$ cat src/rtl/dht11_display.sv
// dht11_display
// Shows the DHT11 temperature or humidity integer byte on a multiplexed
// 3-digit, active-low 7-segment display. The shown page flips every
// PAGE_CYCLES clocks. A serial double-dabble converter turns the selected
// byte into BCD. The display registers change only when a conversion
// completes, so a partial result never reaches the segments.
//
// Ports
//   clk1mhz   in   1  system clock, 1 MHz, rising edge
//   rst_n     in   1  asynchronous active-low reset
//   temp      in   8  temperature byte (binary)
//   humidity  in   8  humidity byte (binary)
//   seg_n     out  8  segments, active-low, bit0=a .. bit6=g, bit7=dp
//   dig_en_n  out  3  digit enables, active-low one-hot, bit0=hundreds
//   show_hum  out  1  current page, 0=temperature, 1=humidity
//   busy      out  1  BCD conversion in progress
module dht11_display #(
  parameter int SCAN_DIV    = 1000,
  parameter int PAGE_CYCLES = 2000000
) (
  input  logic       clk1mhz,
  input  logic       rst_n,
  input  logic [7:0] temp,
  input  logic [7:0] humidity,
  output logic [7:0] seg_n,
  output logic [2:0] dig_en_n,
  output logic       show_hum,
  output logic       busy
);

  typedef enum logic [1:0] {IDLE, ADJ, SHIFT, DONE} state_t;

  state_t      state;
  logic [23:0] page_cnt;
  logic [15:0] scan_cnt;
  logic [1:0]  dig_idx;
  logic [19:0] shreg;
  logic [2:0]  iter;
  logic [7:0]  snapshot;
  logic        pending;
  logic [3:0]  disp_h, disp_t, disp_o;

  logic        page_wrap;
  logic [7:0]  sel_val;
  logic        req;
  logic [7:0]  seg_next;
  logic [2:0]  dig_next;

  assign page_wrap = (page_cnt == 24'(PAGE_CYCLES - 1));

  // The wrap cycle already selects the byte of the page that show_hum is
  // about to switch to. Then a page flip converts the new page's value
  // once, even when that value changes on the same edge.
  assign sel_val = (show_hum ^ page_wrap) ? humidity : temp;
  assign req     = page_wrap | (sel_val != snapshot);

  function automatic logic [19:0] bcd_adj(input logic [19:0] s);
    logic [19:0] r;
    r = s;
    if (r[19:16] >= 4'd5) r[19:16] = r[19:16] + 4'd3;
    if (r[15:12] >= 4'd5) r[15:12] = r[15:12] + 4'd3;
    if (r[11:8]  >= 4'd5) r[11:8]  = r[11:8]  + 4'd3;
    return r;
  endfunction

  function automatic logic [7:0] glyph(input logic [3:0] d);
    logic [7:0] g;
    case (d)
      4'd0:    g = 8'hC0;
      4'd1:    g = 8'hF9;
      4'd2:    g = 8'hA4;
      4'd3:    g = 8'hB0;
      4'd4:    g = 8'h99;
      4'd5:    g = 8'h92;
      4'd6:    g = 8'h82;
      4'd7:    g = 8'hF8;
      4'd8:    g = 8'h80;
      4'd9:    g = 8'h90;
      default: g = 8'hFF;
    endcase
    return g;
  endfunction

  always_ff @(posedge clk1mhz or negedge rst_n) begin
    if (!rst_n) begin
      page_cnt <= '0;
      show_hum <= 1'b0;
    end else if (page_wrap) begin
      page_cnt <= '0;
      show_hum <= ~show_hum;
    end else begin
      page_cnt <= page_cnt + 24'd1;
    end
  end

  // pending resets to 1 so the first edge after reset starts a conversion.
  // While busy, any request folds into the single pending flag.
  always_ff @(posedge clk1mhz or negedge rst_n) begin
    if (!rst_n) begin
      state    <= IDLE;
      busy     <= 1'b0;
      shreg    <= '0;
      iter     <= '0;
      snapshot <= '0;
      pending  <= 1'b1;
      disp_h   <= '0;
      disp_t   <= '0;
      disp_o   <= '0;
    end else begin
      if (state != IDLE && req) pending <= 1'b1;
      case (state)
        IDLE: begin
          if (req || pending) begin
            shreg    <= {12'b0, sel_val};
            snapshot <= sel_val;
            pending  <= 1'b0;
            iter     <= '0;
            busy     <= 1'b1;
            state    <= ADJ;
          end
        end
        ADJ: begin
          shreg <= bcd_adj(shreg);
          state <= SHIFT;
        end
        SHIFT: begin
          shreg <= {shreg[18:0], 1'b0};
          iter  <= iter + 3'd1;
          state <= (iter == 3'd7) ? DONE : ADJ;
        end
        DONE: begin
          disp_h <= shreg[19:16];
          disp_t <= shreg[15:12];
          disp_o <= shreg[11:8];
          busy   <= 1'b0;
          state  <= IDLE;
        end
        default: state <= IDLE;
      endcase
    end
  end

  // Leading-zero blanking. The ones digit is always lit, and its dp marks
  // the humidity page.
  always_comb begin
    seg_next = 8'hFF;
    dig_next = 3'b111;
    case (dig_idx)
      2'd0: begin
        dig_next = 3'b110;
        seg_next = (disp_h == 4'd0) ? 8'hFF : glyph(disp_h);
      end
      2'd1: begin
        dig_next = 3'b101;
        seg_next = (disp_h == 4'd0 && disp_t == 4'd0) ? 8'hFF : glyph(disp_t);
      end
      2'd2: begin
        dig_next = 3'b011;
        seg_next = glyph(disp_o) & {~show_hum, 7'h7F};
      end
      default: begin
        seg_next = 8'hFF;
        dig_next = 3'b111;
      end
    endcase
  end

  always_ff @(posedge clk1mhz or negedge rst_n) begin
    if (!rst_n) begin
      scan_cnt <= '0;
      dig_idx  <= '0;
      seg_n    <= 8'hFF;
      dig_en_n <= 3'b111;
    end else begin
      if (scan_cnt == 16'(SCAN_DIV - 1)) begin
        scan_cnt <= '0;
        dig_idx  <= (dig_idx == 2'd2) ? 2'd0 : dig_idx + 2'd1;
      end else begin
        scan_cnt <= scan_cnt + 16'd1;
      end
      seg_n    <= seg_next;
      dig_en_n <= dig_next;
    end
  end

endmodule

$ cat config.mk
export PLATFORM = sky130hd
export DESIGN_NAME = dht11_display
export DESIGN_NICKNAME = d
export VERILOG_FILES = /design/src/rtl/dht11_display.sv
export SDC_FILE = /design/constraint.sdc
export NUM_CORES = 1
export LEC_CHECK = 0
export BUFFER_PORTS_ARGS = -buffer_cell sky130_fd_sc_hd__buf_2
export CORE_MARGIN = 4
export CORE_UTILIZATION = 55
export DETAILED_ROUTE_END_ITERATION = 12
export HOLD_SLACK_MARGIN = 0.05
export PLACE_DENSITY = 0.73
export SYNTH_ARGS = -nofsm -noshare
export SYNTH_HDL_FRONTEND = slang
export SYNTH_SLANG_ARGS = --single-unit
$ cat constraint.sdc
create_clock -name clk1mhz -period 5.3 [get_ports clk1mhz]
set_input_delay 0.53 -clock clk1mhz [delete_from_list [all_inputs] [get_ports clk1mhz]]
set_output_delay 0.53 -clock clk1mhz [all_outputs]
set_load 0.03 [all_outputs]
Yosys cells after proc, flatten, opt, wreduce, memory -nomap -nowiden:

Memories as Yosys holds them, arrays and structs flattened.
Cells that the tools add are included.

* $lt $le $gt $ge: 3
* mux-type cells: 24
* bitwise gates (word level): 5
* reduce and logical (&&, ||, !) cells: 18
* add/subtract/negate cells: 7
* eq/ne operators: 13

Operator list (number)
* 20-bit case mux with 3 select lines: 1
* 8-bit 2-to-1 mux: 4
* 24-bit by 1-bit adder with 24-bit output (second input constant): 1
* 24-bit by 21-bit equality test with 1-bit output (second input constant): 1
* 24-bit 2-to-1 mux: 1
* 8-bit case mux with 3 select lines: 1
* 20-bit 2-to-1 mux: 1
* 16-bit by 1-bit adder with 16-bit output (second input constant): 1
* 16-bit by 10-bit equality test with 1-bit output (second input constant): 1
* 16-bit 2-to-1 mux: 1
* 4-bit by 2-bit adder with 4-bit output (second input constant): 3
* 4-bit by 3-bit greater-or-equal comparator with 1-bit output (second input constant): 3
* 4-bit 2-to-1 mux: 3
* 3-bit AND reduction: 4
* 3-bit case mux with 3 select lines: 1
* 8-bit bitwise AND: 1
* 4-bit logical NOT: 2
* 2-bit inequality test (second input constant): 4
* 8-bit inequality test: 1
* 2-bit case mux with 4 select lines: 1
* 2-bit equality test (second input constant): 3
* 2-bit 2-to-1 mux: 3
* 3-bit case mux with 2 select lines: 1
* 2-bit AND reduction: 3
* 15 further kinds: 24

* register bits: 101
* input port bits: 18
* memories kept: 3
* ROM bits: 336
* word-level logic and storage cells: 91

Memory list
* (name not given): depth 16, bits a word 7, read ports 1, clocked after memory_dff 0, wr ports 0, RTL line 68 `case (d)`
* (name not given): depth 16, bits a word 7, read ports 1, clocked after memory_dff 0, wr ports 0, RTL line 68
* (name not given): depth 16, bits a word 7, read ports 1, clocked after memory_dff 0, wr ports 0, RTL line 68

Logic depth before layout (Yosys ltp):

* word-level depth: 9
* gate-level depth with buffers: 11

Least setup slack after synthesis:

No wires, ideal clock.

* path type: register to register
* from: reg show_hum
* to: reg shreg[0]
* arrival time: 2568 ps
* stages on the path, launching flop included: 11
* slack: 2607 ps
* buffers on the path: 3
* clock period less this slack: 2693 ps
* cells stage by stage: dfrtp_1 buf_2 clkbuf_1 buf_1 nand3_1 o31ai_1 nand4_1 a211oi_2 nand4b_4 nand2_2 mux2_2

* longest elaborated chain between the ends: 7

RTL lines
* start, declared: RTL line 27 `output logic show_hum,`
* start signal, assigned: RTL line 90 `show_hum <= ~show_hum;`
* 1-bit bitwise XOR *: RTL line 54 `assign sel_val = (show_hum ^ page_wrap) ? humidity : temp;`
* 8-bit 2-to-1 mux *: RTL line 54
* 8-bit inequality test: RTL line 55 `assign req = page_wrap | (sel_val != snapshot);`
* 1-bit bitwise OR: RTL line 55
* 1-bit logical OR: RTL line 113 `if (req || pending) begin`
* 2-bit inequality test (no source line)
* 3-bit AND reduction (no source line)
* end signal, assigned: RTL line 114 `shreg <= {12'b0, sel_val};`
* end signal, assigned: RTL line 123 `shreg <= bcd_adj(shreg);`
* end signal, assigned: RTL line 127 `shreg <= {shreg[18:0], 1'b0};`
* end, declared: RTL line 37 `logic [19:0] shreg;`

Mark *: on every way between the ends. The rest lies on a longest branch, timed or not. The select of a mux whose other input is x is not followed.
A chain may end at the register's enable or synchronous reset.

Worst setup path after layout:

* from: reg show_hum
* to: reg shreg[4]

Same word-level chain as after synthesis.

==> summary.md <==
| Metric | Value |
|---|---|
| Status | completed |
| VDD IR max | 230 uV |
| Max-Cap Viols | 0 |
| P_leak | 2.85 nW |
| Met2 WL | 5720 um |
| Met1 WL | 5130 um |
| Final min period | 3.13 ns |
| Reg2reg setup slack | 2.17 ns |
| Reg power frac | 51.7% |
| WL final | 11500 um |
| Pwr Density | 292 nW/um2 |
| Worst EP required | 5.57 ns |
| Final hold slack | 0.0764 ns |
| Pint | 1.22 mW |
| Type of origin of the critical path | flop |
| EDFF count, synth | 0 |
| CTS Buf Count | 9 |
| Syn Nets | 662 |
| Clock skew | 0.0120 ns |
| CP Max Fanout | 33 |
| Psw | 0.589 mW |
| Sw Share | 32.5% |
| Tcrit/Tclk final | 59.1% |
| Count of different cell masters after synthesis | 62 |
| Number of H-tree levels | 3 |
| Synthesis-stage register bit count | 101 |
| Logic pwr share | 22.2% |
| Measured slew at the worst slew-check pin | 1.06 ns |
| # rows | 37 |
| R2r endpoint | shreg[4] |
| Worst skew pair latency | 0.38 ns |
| Die outline width | 111 um |
| Post-CTS Setup Bufs | 0 |
| Slew Limit Headroom | 29.0% |
| Max Buffers Root-to-Sink | 2 |
| Routed vias/inst | 5.73 |
| Reg2reg path depth | 8 |
| Arrival time worst endpoint | 3.40 ns |
| Pre-CTS WS | 2.18 ns |
| Register area share after synthesis | 43.6% |
| CP peak stage delay | 1.05 ns |
| Synthesized instance count | 614 |
| Main synth FF type | dfrtp_1 |
| CTS tree | built |
| Fmax | 319 MHz |
| Synthesized area per cell | 9.49 um2 |
| Fin. max-slew vios | 0 |
| Post-synthesis async set-or-reset flop share | 100% |
| Setup TNS | 0 ns |
| Metal3 WL | 481 um |
| CTS sink count | 101 |
| Endpoints failing hold | 0 |
| Antenna Cells | 0 |
| GR Util All Layers | 19.4% |
| First-pass GRT wire length | 19800 um |
| Final setup margin | 2.17 ns |
| CTS root buf | clkbuf_8 |
| Hpwl dp | 8280 um |
| Iteration-0 DRC Markers | 256 |
| CTS Hold Buffers Added | 0 |
| Drt drc | 0 |
| Final ANT Viol Nets | 0 |
| Mapped cell area | 5830 um2 |
| Pre-Repair DR Iteration Count | 5 |
| Initial antenna violation count | 0 |
| Crit Path Category | flop to flop |
| Post-CTS Resized | 0 |
| Synth warn | 0 |
| Overall Power | 1.81 mW |
| Area Overhead vs Synth | 6.44% |
| DIE HEIGHT | 111 um |
| GP Congestion | 0.852 |
| Share of post-route cells with drive strength above 1 | 14.3% |
| RSZ-0062 raised after global routing | false |
| Vias in the first global route | 4282 |
| R2R Path Start | show_hum |
| Placed inst area | 6030 um2 |
| Nets | 680 |
| CP cell instances | mux2i_1 > xnor2_1 > a221oi_1 > nand4_1 > a211oi_2 > nand4b_4 > nand2_2 > mux2_2 |
| Die area | 12300 um2 |
| Slowest CP cell | dfrtp_1 |
| Setup-failing EPs final | 0 |
| Max layer used | met4 |
| CP endpoint kind | flop |
| IO Port Bufs | 30 |
| Number of I/O pins | 31 |
| Pin count of the biggest net entering global routing | 69 |
| Final Cell Area | 6200 um2 |
| Effective utilization at floorplan | 56.5% |
| Path type of the worst min-delay path | input pin to asynchronous set/reset pin |
| Avg WL per Cell | 14.8 um |
| Vias | 4430 |
| Core ar. | 10300 um2 |
| Clock power share | 26.1% |
| Worst-path clk slew | 0.09 ns |
| GR Overflow Total | 0 |
## cell type report
class | count | area, um2
Fill cell | 895 | 4120
Multi-Input combinational cell | 458 | 3040
Sequential cell | 101 | 2540
Tap cell | 136 | 170
Timing Repair Buffer | 31 | 160
Clock buffer | 14 | 143
Inverter | 31 | 116
Clock inverter | 2 | 35.0
## worst max-delay path: cells and delay by family (launching register included)
kind	cells	cell delay [ns]
flops	1	1.05
simple gates	3	0.72
mux	2	0.65
compound gates	2	0.50
xor+xnor	1	0.08
## synth_stat cells, drive strengths merged (2+ instances only)
master | count | share of area [%]
nand4b | 2 | 0.56
nand4 | 4 | 0.43
ha | 30 | 6.4
and2 | 5 | 0.62
o2bb2ai | 6 | 0.90
and3 | 9 | 0.97
o21ai | 49 | 4.2
and4 | 2 | 0.30
xnor2 | 22 | 3.6
a211oi | 7 | 0.99
clkbuf | 17 | 1.1
a31oi | 6 | 0.64
and3b | 3 | 0.45
buf | 7 | 1.2
or3 | 5 | 0.54
nor4 | 3 | 0.43
a41oi | 3 | 0.45
or4b | 2 | 0.34
xor2 | 18 | 2.7
or3b | 2 | 0.30
nor2b | 6 | 0.64
mux2 | 14 | 2.8
nand3 | 20 | 1.7
mux2i | 18 | 3.1
o221ai | 3 | 0.45
inv | 31 | 2.0
a22oi | 3 | 0.39
nand2 | 69 | 4.5
o211ai | 5 | 0.64
nor2 | 60 | 3.9
dfstp | 12 | 5.4
a21o | 4 | 0.52
a22o | 2 | 0.30
nand3b | 8 | 1.0
nand2b | 4 | 0.43
dfrtp | 89 | 38
a21oi | 43 | 4.1
nor3 | 10 | 1.1
## power groups by stage
stage / sequential, mW / combinational, mW / clock (mW)
CTS: 0.934 / 0.400 / 0.490
finish: 0.937 / 0.402 / 0.474
global placement: 0.943 / 0.384 / 0
floorplan: 0.946 / 0.283 / 0
global route: 0.951 / 0.456 / 0.524
detailed placement: 0.948 / 0.398 / 0
## metal layers
metal	vias to the layer above	track usage (%)
li1	2168	-
met1	2166	25.0
met2	84	32.1
met3	12	5.40
met4	0	5.34
met5	-	0
## sequential cells by signal, indices dropped and copies added, names as in the netlist, 2 cells and up
name / cells
disp_h: 4
page_cnt: 24
dig_idx: 2
snapshot: 8
state: 2
disp_o: 4
disp_t: 4
shreg: 20
seg_n: 8
scan_cnt: 16
dig_en_n: 3
iter: 3
## through the flow
stage / instances / utilization, %
after floorplan: 614 / -
after CTS: 773 / 60.1
after global routing: 773 / 60.1
final: 773 / 60.1
after detailed placement: 757 / 58.4
after global placement: 757 / 58.4
## cell families (layout without fill, tap and decap cells)
logic type,Yosys count,in the layout,synth area share (%)
AO/OA/AOI/OAI,139,139,14.9
flip-flops,101,101,43.6
adder cells (fa/ha/maj),30,30,6.44
buffers and inverters,55,78,4.27
multiplexers,32,32,5.86
AND/OR/NAND/NOR,217,217,18.6
XOR/XNOR,40,40,6.33
## worst max-delay path by stage
stage | from | to | slack [ns] | cells after the start
finish | show_hum | shreg[4] | 2.17 | 8
global route | show_hum | shreg[2] | 1.90 | 8
detailed placement | show_hum | shreg[4] | 2.18 | 8
CTS | page_cnt[8] | shreg[4] | 2.16 | 8
global placement | page_cnt[8] | shreg[4] | 2.26 | 8
floorplan | show_hum | shreg[0] | 2.61 | 10
## cells in the final DEF, fill, tap and decap left out, drive strengths merged, types with 5 or more instances in the layout
cell / count
dfrtp: 89
nand2: 69
nor2: 60
o21ai: 49
a21oi: 43
inv: 31
buf: 31
ha: 30
xnor2: 22
nand3: 20
xor2: 18
mux2i: 18
mux2: 14
clkbuf: 14
dfstp: 12
nor3: 10
and3: 9
nand3b: 8
a211oi: 7
a31oi: 6
nor2b: 6
o2bb2ai: 6
o211ai: 5
or3: 5
and2: 5
Note: power is estimated with default switching activity, not from simulation.
